File: config.mk
export PLATFORM = sky130hd
export DESIGN_NAME = alu_result_fifo
export DESIGN_NICKNAME = d
export VERILOG_FILES = /design/src/rtl/alu_result_fifo.sv
export SDC_FILE = /design/constraint.sdc
export NUM_CORES = 1
export LEC_CHECK = 0
export ABC_CLOCK_PERIOD_IN_PS = 2530
export CAP_MARGIN = 25
export CORE_MARGIN = 2
export CORE_UTILIZATION = 54
export CTS_BUF_LIST = sky130_fd_sc_hd__clkbuf_4 sky130_fd_sc_hd__clkbuf_8
export DETAILED_ROUTE_END_ITERATION = 12
export HOLD_SLACK_MARGIN = 0.12
export PLACE_DENSITY = 0.81
export SYNTH_ARGS = -nofsm -noshare
export SYNTH_HDL_FRONTEND = slang
export SYNTH_SLANG_ARGS = --single-unit
export TNS_END_PERCENT = 100
File: constraint.sdc
create_clock -name clk -period 2.53 [get_ports clk]
set_input_delay 0.506 -clock clk [delete_from_list [all_inputs] [get_ports clk]]
set_output_delay 0.506 -clock clk [all_outputs]
set_load 0.03 [all_outputs]
File: src/rtl/alu_result_fifo.sv
// First-word-fall-through result queue between an ALU and its consumer.
// Results that arrive while the queue is full are dropped and flagged in a sticky overflow bit.
module alu_result_fifo #(
    parameter int unsigned WIDTH = 6,
    parameter int unsigned DEPTH = 4
) (
    input  logic                       clk,
    input  logic                       rst,
    input  logic [WIDTH:0]             alu_out,
    input  logic                       alu_out_valid,
    output logic [WIDTH:0]             res_data,
    output logic                       res_valid,
    input  logic                       res_ready,
    output logic [$clog2(DEPTH):0]     count,
    output logic                       full,
    output logic                       almost_full,
    output logic                       overflow,
    input  logic                       ovf_clr
);

    localparam int unsigned RW = WIDTH + 1;
    localparam int unsigned AW = $clog2(DEPTH);
    localparam int unsigned CW = AW + 1;

    logic [RW-1:0] mem_q [DEPTH];
    logic [AW-1:0] head_q, head_d;
    logic [AW-1:0] tail_q, tail_d;
    logic [CW-1:0] count_q, count_d;
    logic          overflow_q, overflow_d;

    logic push;
    logic pop;
    logic drop;

    // Status flags come only from registered state, so inputs never reach outputs combinationally.
    assign res_valid   = (count_q != '0);
    assign res_data    = res_valid ? mem_q[head_q] : '0;
    assign count       = count_q;
    assign full        = (count_q == CW'(DEPTH));
    assign almost_full = (count_q >= CW'(DEPTH - 1));
    assign overflow    = overflow_q;

    // A full queue still accepts a result when the head leaves in the same cycle.
    assign pop  = res_valid & res_ready;
    assign push = alu_out_valid & (~full | pop);
    assign drop = alu_out_valid & full & ~pop;

    always_comb begin
        head_d     = head_q;
        tail_d     = tail_q;
        count_d    = count_q;
        overflow_d = overflow_q;

        if (pop) begin
            head_d = head_q + AW'(1);
        end
        if (push) begin
            tail_d = tail_q + AW'(1);
        end
        if (push && !pop) begin
            count_d = count_q + CW'(1);
        end else if (pop && !push) begin
            count_d = count_q - CW'(1);
        end

        // A drop in the same cycle as a clear keeps the flag set.
        if (drop) begin
            overflow_d = 1'b1;
        end else if (ovf_clr) begin
            overflow_d = 1'b0;
        end
    end

    always_ff @(posedge clk) begin
        if (rst) begin
            head_q     <= '0;
            tail_q     <= '0;
            count_q    <= '0;
            overflow_q <= 1'b0;
        end else begin
            head_q     <= head_d;
            tail_q     <= tail_d;
            count_q    <= count_d;
            overflow_q <= overflow_d;
        end
    end

    // Storage is left unreset; stale entries are masked by count.
    always_ff @(posedge clk) begin
        if (push && !rst) begin
            mem_q[tail_q] <= alu_out;
        end
    end

endmodule

==> impl.org <==
** Critical path
- Critical-path maximum fanout :: 7
- Data arrives at the worst endpoint at ~1.9 ns.
- In this run the register-to-register setup slack is roughly 0.24 ns.
- Kind of start point of the critical path :: flop
- Kind of end point of the critical path :: output pin
- The worst register-to-register path begins at count[2].
- By startpoint and endpoint, the worst setup path is classified as flop to output pin.
- The endpoint identified for the worst register-to-register timing path is count[2].
- Number of cell instances on the worst register-to-register path :: 8
- Following the worst setup path forward leads to its endpoint at res_data[0].
- STA puts the critical path data required time at roughly 2.0 ns.

** Detailed routing
- The pre-antenna-repair detailed-routing pass consisted of 4 iterations.
- Via/cell ratio :: approximately 5.4
- After detailed routing, the wire length on met1 is around 1200 µm.
- Antenna viol nets, final :: 0
- In the detailed route, the total length drawn on met2 is between 1500 and 2000 µm.
- Summed over all nets, wire length on met3 after detailed routing comes to between 100 and 150 µm.
- Dividing the detail-routed wire length by the instance count gives around 17 µm.
- Initial drt markers :: 28
- Total DRC errors in the routed layout :: 0
- Post-Route WL :: roughly 3000 µm
- Highest Signal Layer :: met4
- Total number of vias :: 945

** Clock tree
- CTS HTree Levels :: 2
- In this run, post-CTS hold repair placed 0 buffers.
- After clock tree synthesis, the clock-pin slew on the worst setup and hold paths is roughly 0.11 ns.
- Later-pin clock latency in the skew report :: between 0.3 and 0.4 ns
- CTS sink cnt :: 38
- TritonCTS built the clock tree.
- Total clock buffers created by CTS :: 5
- CTS Root Buffer Type :: sky130_fd_sc_hd__clkbuf_4
- Post-CTS Setup Inserts :: 0
- No sink is reached through more buffers than the 2 on the longest clock path.

** Power
- VDD IR max :: between 0.9 and 1 mV
- Total power for the finished layout comes to 2.20 mW.
- Cell leakage power :: 0.785 nW
- Cell Pwr Density :: roughly 1100 nW/µm²

** Synthesis
- Netlist area before placement :: 1590 µm²
- The number of different library cells used by synthesis comes to 28.
- The synthesized netlist devotes between 3 and 4% of its cell area to compound gates.
- In this run, synthesis produced a sequential element count of 38.
- Summing the areas of all and, or, nand and nor instances in the mapped netlist gives 9.83% of the synthesized area.
- Yosys printed 0 warnings.
- Each instance of the synthesized netlist takes up on average around 16 µm².
- Main combinational cell family by area after synthesis :: multiplexers
- The synthesized netlist devotes under 10% of its cell area to adder and majority cells.
- Cell count after synthesis :: 100
- The number of nets in the synthesized netlist is 118.
- Share of cell area taken by muxes after synthesis :: between 10% and 20%
- Fraction of synthesized cell area in xor and xnor cells :: about 1.7%
- Leading area contributor after synthesis :: sky130_fd_sc_hd__edfxtp_1
- The top cell type by area accounts for approximately 53% of the synthesized area.
- Seq/Total Area, Yosys :: between 60% and 70%
- By area the synthesized netlist is led by sky130_fd_sc_hd__edfxtp_1 53%, sky130_fd_sc_hd__dfxtp_1 13%, sky130_fd_sc_hd__mux4_2 9.9%.

** Outcome
- Result of the run :: complete, no violations

** Floorplanning
- Vertical extent of the die :: 58.3 µm
- In this run the horizontal extent of the chip is around 58 µm.
- The floorplan step defined a die boundary enclosing roughly 3400 µm².
- The region available for standard cell placement spans ~2800 µm².
- Starting utilization of the core area :: between 50% and 60%
- Number of top-level pins :: 26
- Site Rows :: 19

** STA
- Worst slew margin relative to its limit :: between 60% and 70%
- Setup repair after global routing missed its margin :: no
- Setup slack closes at 0.153 ns.
- Across the routed clock network, the largest skew measured is ~0.0089 ns.
- At the pin with the least slew margin, the transition time is approximately 0.5 ns.
- Final Hold Violating Endpoints :: 0
- Setup violations remaining at the end of the flow were counted as 0.
- The max-slew violation count was 0.
- Of the available clock period, the critical path in the final layout requires a little over nine tenths.
- Post-route minimum period :: approximately 2.4 ns
- Derived from the worst setup path, the maximum achievable clock frequency is roughly 0.42 GHz.

** Place
- Worst slack after detailed placement :: -0.0788 ns
- Routability cong. :: 0.703
- Quantity of I/O buffers inserted on ports :: 25
- Once detailed placement completed, the half-perimeter wirelength came to around 2100 µm.

** Global routing
- Summed over all layers, the global routing overflow is 0.
- Largest net degree at the start of global routing :: 16
- Global-route total usage across every layer :: 19.8%
- Wire length of the first global-routing pass :: between 4000 and 5000 µm
- Number of antenna violations at the first check in global routing :: 0
- Number of global-route vias before repair :: a little over 1,000

** Layout
- The sequential cells in the finished layout cover a total of ~1000 µm².
- Fin nets :: approximately 160
- Area growth, synth to finish :: 28.9%
- Area occupied by multi-input gates :: 520 µm²
- Fraction of layout cells with a size suffix above 1 :: approximately a quarter
- # fillers :: between 150 and 200
- Once layout is complete, the utilization of the core stands at 73.7%.
- The number of antenna diodes in the final layout is 0.

** Run
- Maxcap violations :: 0

** Worst hold path
- The min-delay analysis places its worst path in the category flop to flop.
## layer usage
metal / GRT usage [%] / vias up
met5: 0 / -
met4: 5.98 / 0
met3: 6.59 / 6
met2: 33.7 / 18
met1: 24.0 / 472
li1: - / 449
## report_power, final
| part | internal (mW) | total, mW | switching (mW) |
|---|---|---|---|
| Sequential | 0.737 | 0.781 | 0.0441 |
| Combinational | 0.442 | 1.00 | 0.561 |
| Clock | 0.231 | 0.420 | 0.189 |
## how the worst min path moves through the flow
stage	start	end	slack (ns)	cells after the start
6_report	head_q[1]	flop	0.50	2
3_5_place_dp	head_q[1]	head_q[1]	0.49	2
3_3_place_gp	overflow	overflow	0.46	2
2_1_floorplan	head_q[1]	flop	0.46	2
4_1_cts	head_q[1]	flop	0.51	2
5_1_grt	head_q[1]	flop	0.55	2
## critical path: stages (launching register included)
cell	delay, ns
sky130_fd_sc_hd__dfxtp_1	0.33
sky130_fd_sc_hd__buf_4	0.19
sky130_fd_sc_hd__mux4_2	0.51
sky130_fd_sc_hd__nor2b_1	0.14
sky130_fd_sc_hd__dlygate4sd2_1	0.36
## logic make-up after synthesis
| family | count (synthesis) |
|---|---|
| buffers and inverters | 9 |
| AND/OR/NAND/NOR | 26 |
| XOR/XNOR | 3 |
| AO/OA/AOI/OAI | 8 |
| adder cells (fa/ha/maj) | 6 |
| multiplexers | 10 |
| flip-flops | 38 |
## cell type report
| cell class | instances | area share, % |
|---|---|---|
| tap | 31 | 1.89 |
| timing repair buffer | 39 | 16.8 |
| sequential | 38 | 50.8 |
| clock buffer | 7 | 2.56 |
| multi-input combinational | 53 | 25.4 |
| inverter | 6 | 1.10 |
| clock inverter | 1 | 1.46 |
## metrics by stage
step                      area [µm²]  TNS [ns]  hold slack [ns]  cells
after floorplan                 1590         0            0.459    100
after global placement          1970         0            0.456    166
after detailed placement        1970   -0.0788            0.490    167
after CTS                       2050         0            0.506    175
after global routing            2050         0            0.550    175
final                           2050         0            0.505    175
## placed cells by master (no fill, tap or decap)
cell type                          n
sky130_fd_sc_hd__nand3b_1          1
sky130_fd_sc_hd__fa_1              1
sky130_fd_sc_hd__a21oi_1           3
sky130_fd_sc_hd__mux4_2            7
sky130_fd_sc_hd__nor3_2            1
sky130_fd_sc_hd__xor2_1            3
sky130_fd_sc_hd__mux2i_1           2
sky130_fd_sc_hd__a21o_2            1
sky130_fd_sc_hd__o21ai_4           1
sky130_fd_sc_hd__dlygate4sd2_1     8
sky130_fd_sc_hd__mux2_4            1
sky130_fd_sc_hd__nor2_1            6
sky130_fd_sc_hd__o21ai_0           2
sky130_fd_sc_hd__edfxtp_1         28
sky130_fd_sc_hd__clkbuf_4          7
sky130_fd_sc_hd__clkdlybuf4s50_1  17
sky130_fd_sc_hd__nand2b_1          3
sky130_fd_sc_hd__buf_4            14
sky130_fd_sc_hd__o31ai_1           1
sky130_fd_sc_hd__inv_2             1
sky130_fd_sc_hd__nor3b_1           4
sky130_fd_sc_hd__nand2_1           1
sky130_fd_sc_hd__or3b_4            1
sky130_fd_sc_hd__inv_1             5
sky130_fd_sc_hd__dfxtp_1          10
sky130_fd_sc_hd__nor2b_1           7
sky130_fd_sc_hd__ha_1              5
sky130_fd_sc_hd__bufinv_16         1
sky130_fd_sc_hd__or3_1             1
sky130_fd_sc_hd__or3_2             1
## sequential cells by signal, indices dropped and copies added, names as in the netlist, named ones only
| register | cells |
|---|---|
| count | 3 |
| head_q | 2 |
| mem_q | 28 |
| overflow | 1 |
| tail_q | 2 |
## cells in the mapped netlist
cell / number
sky130_fd_sc_hd__buf_1: 1
sky130_fd_sc_hd__nand2b_1: 3
sky130_fd_sc_hd__nor3_1: 1
sky130_fd_sc_hd__buf_2: 1
sky130_fd_sc_hd__o31ai_1: 1
sky130_fd_sc_hd__nand3b_1: 1
sky130_fd_sc_hd__nor2b_1: 7
sky130_fd_sc_hd__inv_2: 1
sky130_fd_sc_hd__mux2i_1: 2
sky130_fd_sc_hd__dfxtp_1: 10
sky130_fd_sc_hd__or3_2: 1
sky130_fd_sc_hd__or3b_4: 1
sky130_fd_sc_hd__nor3b_1: 4
sky130_fd_sc_hd__xor2_1: 3
sky130_fd_sc_hd__inv_1: 5
sky130_fd_sc_hd__a21oi_1: 3
sky130_fd_sc_hd__nor2_1: 6
sky130_fd_sc_hd__a21o_2: 1
sky130_fd_sc_hd__mux4_2: 7
sky130_fd_sc_hd__ha_1: 5
sky130_fd_sc_hd__o21ai_0: 2
sky130_fd_sc_hd__clkbuf_1: 1
sky130_fd_sc_hd__o21ai_4: 1
sky130_fd_sc_hd__fa_1: 1
sky130_fd_sc_hd__mux2_4: 1
sky130_fd_sc_hd__nand2_1: 1
sky130_fd_sc_hd__edfxtp_1: 28
sky130_fd_sc_hd__or3_1: 1
## what timing repair did
action,in CTS,in global routing
hold endpoints to repair,0,0
resized for setup,9,0
setup endpoints to repair,9,0
No activity file was read; power rests on OpenSTA's default activity.
